File: src/rtl/counter_pkg.sv
// Shared mode and state encodings for the up/down counter family.
// The prescaler option is enabled with the COUNTER_PRESCALE_EN macro.
package counter_pkg;

   localparam logic [1:0] MODE_WRAP    = 2'b00;
   localparam logic [1:0] MODE_SAT     = 2'b01;
   localparam logic [1:0] MODE_ONESHOT = 2'b10;

   typedef enum logic {
      ST_RUN  = 1'b0,
      ST_DONE = 1'b1
   } state_t;

endpackage

File: src/rtl/counter_prescaler.sv
// Enable divider for updown_counter_mod: ticks once every (prescale+1) enabled cycles.
// Instantiated only when COUNTER_PRESCALE_EN is defined.
module counter_prescaler #(
   parameter int PRESCALE_W = 4
) (
   input  logic                  clk,
   input  logic                  reset,
   input  logic                  clear,
   input  logic                  enable,
   input  logic [PRESCALE_W-1:0] prescale,
   output logic                  tick
);

   logic [PRESCALE_W-1:0] div_cnt;

   // >= rather than == so a run-time decrease of prescale cannot strand the divider
   assign tick = enable && (div_cnt >= prescale);

   always_ff @(posedge clk) begin
      if (reset || clear) begin
         div_cnt <= '0;
      end else if (enable) begin
         if (div_cnt >= prescale) begin
            div_cnt <= '0;
         end else begin
            div_cnt <= div_cnt + {{(PRESCALE_W-1){1'b0}}, 1'b1};
         end
      end
   end

endmodule

File: src/rtl/updown_counter_mod.sv
// Up/down counter with programmable modulus, load, and WRAP/SATURATE/ONESHOT modes.
// Define COUNTER_PRESCALE_EN to add the prescale input and an internal enable divider.
module updown_counter_mod
   import counter_pkg::*;
#(
   parameter int WIDTH      = 8,
   parameter int PRESCALE_W = 4
) (
   input  logic                  clk,
   input  logic                  reset,
   input  logic                  enable,
   input  logic                  up_down,
   input  logic                  load_en,
   input  logic [WIDTH-1:0]      load_val,
   input  logic [WIDTH-1:0]      max_val,
   input  logic [1:0]            mode,
`ifdef COUNTER_PRESCALE_EN
   input  logic [PRESCALE_W-1:0] prescale,
`endif
   output logic [WIDTH-1:0]      count,
   output logic                  pulse,
   output logic                  done
);

   localparam logic [WIDTH-1:0] ONE = {{(WIDTH-1){1'b0}}, 1'b1};

   if (WIDTH < 2 || PRESCALE_W < 1) begin : g_bad_params
      $error("updown_counter_mod: WIDTH must be >= 2 and PRESCALE_W >= 1");
   end

   function automatic logic [WIDTH-1:0] clamp_load(input logic [WIDTH-1:0] v,
                                                   input logic [WIDTH-1:0] top);
      return (v > top) ? top : v;
   endfunction

   state_t           state;
   logic             sat;
   logic             sat_up;
   logic             cnt_edge;
   logic [WIDTH-1:0] term;

`ifdef COUNTER_PRESCALE_EN
   counter_prescaler #(
      .PRESCALE_W(PRESCALE_W)
   ) u_prescaler (
      .clk      (clk),
      .reset    (reset),
      .clear    (load_en),
      .enable   (enable),
      .prescale (prescale),
      .tick     (cnt_edge)
   );
`else
   assign cnt_edge = enable;
`endif

   assign term = up_down ? max_val : '0;

   always_ff @(posedge clk) begin
      if (reset) begin
         count  <= '0;
         pulse  <= 1'b0;
         done   <= 1'b0;
         sat    <= 1'b0;
         sat_up <= 1'b0;
         state  <= ST_RUN;
      end else if (load_en) begin
         count <= clamp_load(load_val, max_val);
         pulse <= 1'b0;
         done  <= 1'b0;
         sat   <= 1'b0;
         state <= ST_RUN;
      end else if (cnt_edge && state == ST_RUN) begin
         pulse <= 1'b0;
         // the saturation latch belongs to one direction; reversing re-arms it
         if (sat_up != up_down) begin
            sat <= 1'b0;
         end
         if (count > max_val) begin
            count <= up_down ? '0 : max_val;
         end else if (count == term) begin
            case (mode)
               MODE_SAT: begin
                  pulse  <= !(sat && (sat_up == up_down));
                  sat    <= 1'b1;
                  sat_up <= up_down;
               end
               MODE_ONESHOT: begin
                  pulse <= 1'b1;
                  done  <= 1'b1;
                  state <= ST_DONE;
               end
               default: begin
                  count <= up_down ? '0 : max_val;
                  pulse <= 1'b1;
               end
            endcase
         end else begin
            count <= up_down ? (count + ONE) : (count - ONE);
         end
      end else begin
         pulse <= 1'b0;
      end
   end

endmodule

File: config.mk
export PLATFORM = sky130hd
export DESIGN_NAME = updown_counter_mod
export DESIGN_NICKNAME = d
export VERILOG_FILES = /design/src/rtl/counter_pkg.sv /design/src/rtl/counter_prescaler.sv /design/src/rtl/updown_counter_mod.sv
export SDC_FILE = /design/constraint.sdc
export NUM_CORES = 1
export LEC_CHECK = 0
export CAP_MARGIN = 20
export CORE_ASPECT_RATIO = 1.75
export CORE_UTILIZATION = 45
export CTS_CLUSTER_DIAMETER = 150
export DETAILED_ROUTE_END_ITERATION = 8
export DONT_BUFFER_PORTS = 1
export PLACE_DENSITY = 0.66
export SLEW_MARGIN = 40
export SYNTH_ARGS = -nofsm -noshare
export SYNTH_HDL_FRONTEND = slang
export SYNTH_SLANG_ARGS = --single-unit
File: constraint.sdc
create_clock -name clk -period 3.17 [get_ports clk]
set_input_delay 0.4755 -clock clk [delete_from_list [all_inputs] [get_ports clk]]
set_output_delay 0.4755 -clock clk [all_outputs]
set_load 0.02 [all_outputs]
Word-level counts from Yosys, hierarchy flattened --
Index checks and enable logic that the tools add are counted.
Cells by class: add/sub/neg operators 2, mux-type cells 14, bitwise logic cells 5, reduce and logical (&&, ||, !) cells 10, eq/ne operators 6, order comparisons 2
Operators by type and width (count):
- two-way mux 8 bit | 9
- greater-than comparator 8 bit | 2
- adder 8 x 1 -> 8 bit (second input constant) | 1
- equality test 8 bit | 1
- subtractor 8 x 1 -> 8 bit (second input constant) | 1
- two-way mux 1 bit | 5
- NOT 1 bit | 5
- AND reduction 5 bit | 1
- OR reduction 5 bit | 1
- inequality test 4 bit (second input constant) | 1
- AND reduction 4 bit | 1
- OR reduction 2 bit | 2
- equality test 2 x 1 -> 1 bit (second input constant) | 1
- equality test 2 bit (second input constant) | 1
- logical AND 1 bit | 2
- AND reduction 2 bit | 1
- nonzero test 2 bit | 1
- equality test 1 bit | 1
- zero test 1 bit | 1
- inequality test 1 bit | 1
Word-level totals: register bits 12, output and inout port bits 10, input bits 23

Logic depth before layout (Yosys ltp) --
depth after elaboration 7, depth in mapped cells 10, depth with buffers taken out 9

Worst setup path after synthesis --
No wires, ideal clock.
path kind input -> register, start input port up_down, end register count[6], arrival 2.284 ns, stages on the path 10, path buffers 1, path slack 0.768 ns, cell sequence buf_6 > inv_2 > fa_1 > a21o_1 > a21oi_1 > o21bai_1 > a21oi_1 > xnor2_1 > a211o_1 > a32o_1
On the way: cells in the longest elaborated chain, start to end 6
RTL lines:
- from (decl) | RTL line updown_counter_mod.sv:12 | input logic up_down,
- two-way mux 8 bit (on tied branches) | RTL line updown_counter_mod.sv:57, updown_counter_mod.sv:80, updown_counter_mod.sv:94
- equality test 8 bit / two-way mux 8 bit (equally long branches) | RTL line updown_counter_mod.sv:81, updown_counter_mod.sv:82
- two-way mux 8 bit | RTL line updown_counter_mod.sv:81 | end else if (count == term) begin
- two-way mux 8 bit | RTL line updown_counter_mod.sv:79 | if (count > max_val) begin
- two-way mux 8 bit | RTL line updown_counter_mod.sv:73 | end else if (cnt_edge && state == ST_RUN) begin
- two-way mux 8 bit | RTL line updown_counter_mod.sv:67 | end else if (load_en) begin
- to (signal assigned) | RTL line updown_counter_mod.sv:68 | count <= clamp_load(load_val, max_val);
- to (signal assigned) | RTL line updown_counter_mod.sv:80 | count <= up_down ? '0 : max_val;
- to (signal assigned) | RTL line updown_counter_mod.sv:94 | count <= up_down ? '0 : max_val;
- to (decl) | RTL line updown_counter_mod.sv:20 | output logic [WIDTH-1:0] count,
Several ways; a longest one is shown, not always the timed one. The select of a mux whose other input is x is not followed. A chain may end at the register's enable or synchronous reset.

Worst setup path after layout --
start register count[3], end register count[7]
On the way: cells in the longest elaborated chain, start to end 6
RTL lines:
- subtractor 8 x 1 -> 8 bit / adder 8 x 1 -> 8 bit (equally long branches) | RTL line updown_counter_mod.sv:99 | count <= up_down ? (count + ONE) : (count - ONE);
- two-way mux 8 bit | RTL line updown_counter_mod.sv:99
- two-way mux 8 bit | RTL line updown_counter_mod.sv:81
- two-way mux 8 bit | RTL line updown_counter_mod.sv:79
- two-way mux 8 bit | RTL line updown_counter_mod.sv:73
- two-way mux 8 bit | RTL line updown_counter_mod.sv:67
Several ways; a longest one is shown, not always the timed one. The select of a mux whose other input is x is not followed.

==> results.yml <==
routing:
  drt-pass1-iter-count: 4
  wl_per_cell_um: 18.19
  viasPerCell: 6.508
  wirelength_um: 4475
  vias: 1601
  ant_nets: 0
  drt_iter0_drc: 71
  drc: 0
logic_synthesis:
  yosys-top-cells-area: "ha_1 19%, dfxtp_1 15%, a21oi_1 5.3%, o211ai_1 4.7%, a32o_1 4.4%"
  syn_nets: 249
  yosysTopAreaCell: "ha_1"
  synth_top_area_share: 0.1871
  async_reset_ff_frac: 0
  synth_cell_types: 49
  syn_area_sq_mm: 0.001605
  syn_avg_cell_area_sq_um: 7.987
  seq_area_frac_synth: 0.1496
  ys.flop_type: "dfxtp_1"
  synth-seq-cells: 12
  syn-instance-count: 201
  yosysWarnings: 0
  synth_edf_count: 0
worst_setup_path:
  crit_chain: "ha_1, a21oi_1, o21bai_1, o21a_1, o31a_1, o211ai_1, o311ai_0, a32o_1"
  critPathLaunchType: "flip-flop"
  slowest_stage: "dfxtp_1"
  critPathMaxStageDelay_ps: 630
  required_ps: 3300
  setup.worst_path.class: "flip-flop to flip-flop"
  path_max_fanout: 7
  path_buf_inv: 0
  critical_path.top_delay_family: "compound AO/OA/AOI/OAI gates"
  cp.arrival_ps: 2690
  end_kind: "flip-flop"
timing:
  tns_ps: 0
  fin_crit_ps: 2560
  hold_viol: 0
  skew_ps: 3.130
  fmax_ghz: 0.3906
  rsz0062_at_grt: "no"
  finalCritPeriodShare: 0.8076
  drv_slew: 0
  worstMarginPinSlew_ps: 503.2
  relSlewSlack: 0.6641
  setup_viol: 0
placement:
  dpl-instance-area_sq_mm: 0.001649
  numPortBuffers: 0
  routabilityCongestion: 0.8761
  hpwl_um: 3646
floorplan:
  die-area_sq_mm: 0.003820
  die_x_um: 47.15
  io_pins: 33
  initial_core_util: 0.4724
  num_rows: 28
  die_y_um: 81.01
  core_sq_mm: 0.003398
global_routing:
  antenna_found_initial: 0
  track_usage: 0.2539
  grt.overflow.total: 0
  first_global_vias: 1618
  grt_first_pass_wirelength_um: 7162
  grt_max_degree: 21
flow_run:
  max-cap-violations: 0
finish:
  n_antenna_cell: 0
  nFillCells: 356
  final_area_sq_mm: 0.001690
  drive_above_1_share: 0.08458
  areaGrowthSynthToFinish_pct: 5.300
  final_common_cell: "ha_1"
  fin_nets: 251
  final_cell_mix: "24 x ha_1, 17 x a21oi_1, 14 x inv_1, 14 x nand2_1, 12 x dfxtp_1"
pwr:
  internal_power_w: 0.0004003
  fin_total_pwr_w: 0.0006924
  power_frac_seq: 0.295
  peakVddDrop_v: 0.0002059
  power.density_mw_per_mm2: 409.6
  pwr-share-comb: 0.500
  p_switching_w: 0.0002920
  leakage_nw: 0.6986
  clockPowerShare: 0.204
  swShare: 0.4218
clock_tree:
  cts_tree: "done"
  clockRootBuffer: "clkbuf_8"
  clockBufferDepth: 2
  cts-resized-gates: 0
  cts-htree-levels: 1
  clkSlewWorstSetupHoldPaths_ps: 50
  clock_latency_ps: 240
  clock-sinks: 12
  cts_made_buffers: 3
  post-cts-setup-buffers: 0
  cts_hold_buffers: 0
run_status:
  status: "complete, no violations"
min_path:
  hold_class: "primary input to flip-flop"
-- per-layer routing --
metal | track usage | vias up | wire [um]
met2 | 0.4778 | 45 | 2523
met5 | 0 | - | 0
met4 | 0.09714 | 0 | 86
met1 | 0.2675 | 770 | 1661
li1 | - | 777 | -
met3 | 0.02889 | 9 | 203
-- kinds of logic (layout without fill, tap and decap cells) --
group	Yosys count	in the layout	share of synthesized area
buffers and inverters	22	22	0.06157
AO/OA/AOI/OAI	69	69	0.3219
AND/OR/NAND/NOR	62	62	0.2058
adder cells (fa/ha/maj)	25	25	0.1995
XOR/XNOR	10	10	0.05456
flip-flops	12	12	0.1496
multiplexers	1	1	0.007014
-- through the flow --
step	hold WS (ps)	utilization	setup WS [ps]	std cells
after floorplan	449.4	-	768.2	201
after global placement	456.7	0.4853	663.1	243
after detailed placement	492.2	0.4853	650.2	243
after CTS	300.2	0.4974	638.4	246
after global routing	298.9	0.4974	493.4	246
final	300.0	0.4974	609.8	246
-- synthesized netlist by cell type, drive strengths merged (2+ instances only) --
| cell | instances |
|---|---|
| buf | 2 |
| xor2 | 3 |
| clkbuf | 5 |
| o32ai | 2 |
| nand4b | 2 |
| nand4 | 6 |
| xnor2 | 7 |
| nor2 | 10 |
| o22ai | 3 |
| nand3 | 11 |
| o21bai | 2 |
| nand2 | 14 |
| nand3b | 2 |
| dfxtp | 12 |
| o22a | 2 |
| a32o | 7 |
| ha | 24 |
| o21ai | 6 |
| nand2b | 3 |
| o211ai | 11 |
| a21o | 2 |
| nor4 | 2 |
| nor3 | 3 |
| o311ai | 6 |
| a21oi | 18 |
| inv | 15 |
| nor2b | 4 |
-- cell type report --
class / count / area (sq um) / share of cell area
timing repair buffer: 4 / 30.03 / 0.01776
multi-input combinational: 167 / 1266 / 0.7491
clock buffer: 3 / 41.29 / 0.02443
inverter: 15 / 56.30 / 0.03331
sequential: 12 / 240.2 / 0.1421
tap: 45 / 56.30 / 0.03331
-- power by group through the flow --
| stage | Clock (W) | Sequential (W) | Combinational, W |
|---|---|---|---|
| floorplan | 0 | 0.000211 | 0.000260 |
| global placement | 0 | 0.000206 | 0.000330 |
| detailed placement | 0 | 0.000208 | 0.000345 |
| CTS | 0.000141 | 0.000205 | 0.000346 |
| global route | 0.000148 | 0.000207 | 0.000383 |
| finish | 0.000141 | 0.000205 | 0.000346 |
-- final timing paths --
path                            startpoint  endpoint  slack [ps]  depth (start not counted)
worst max-delay path              count[3]  count[7]         610                          8
worst min-delay path                 reset    sat_up         300                          1
worst max register to register    count[3]  count[7]         610                          8
worst min register to register         sat       sat         500                          2
-- flip-flops by register name, indices dropped and copies added, names as in the netlist --
name and cells:
sat 1, state 1, sat_up 1, count 8, pulse 1
Power figures use the tool's default switching activity.
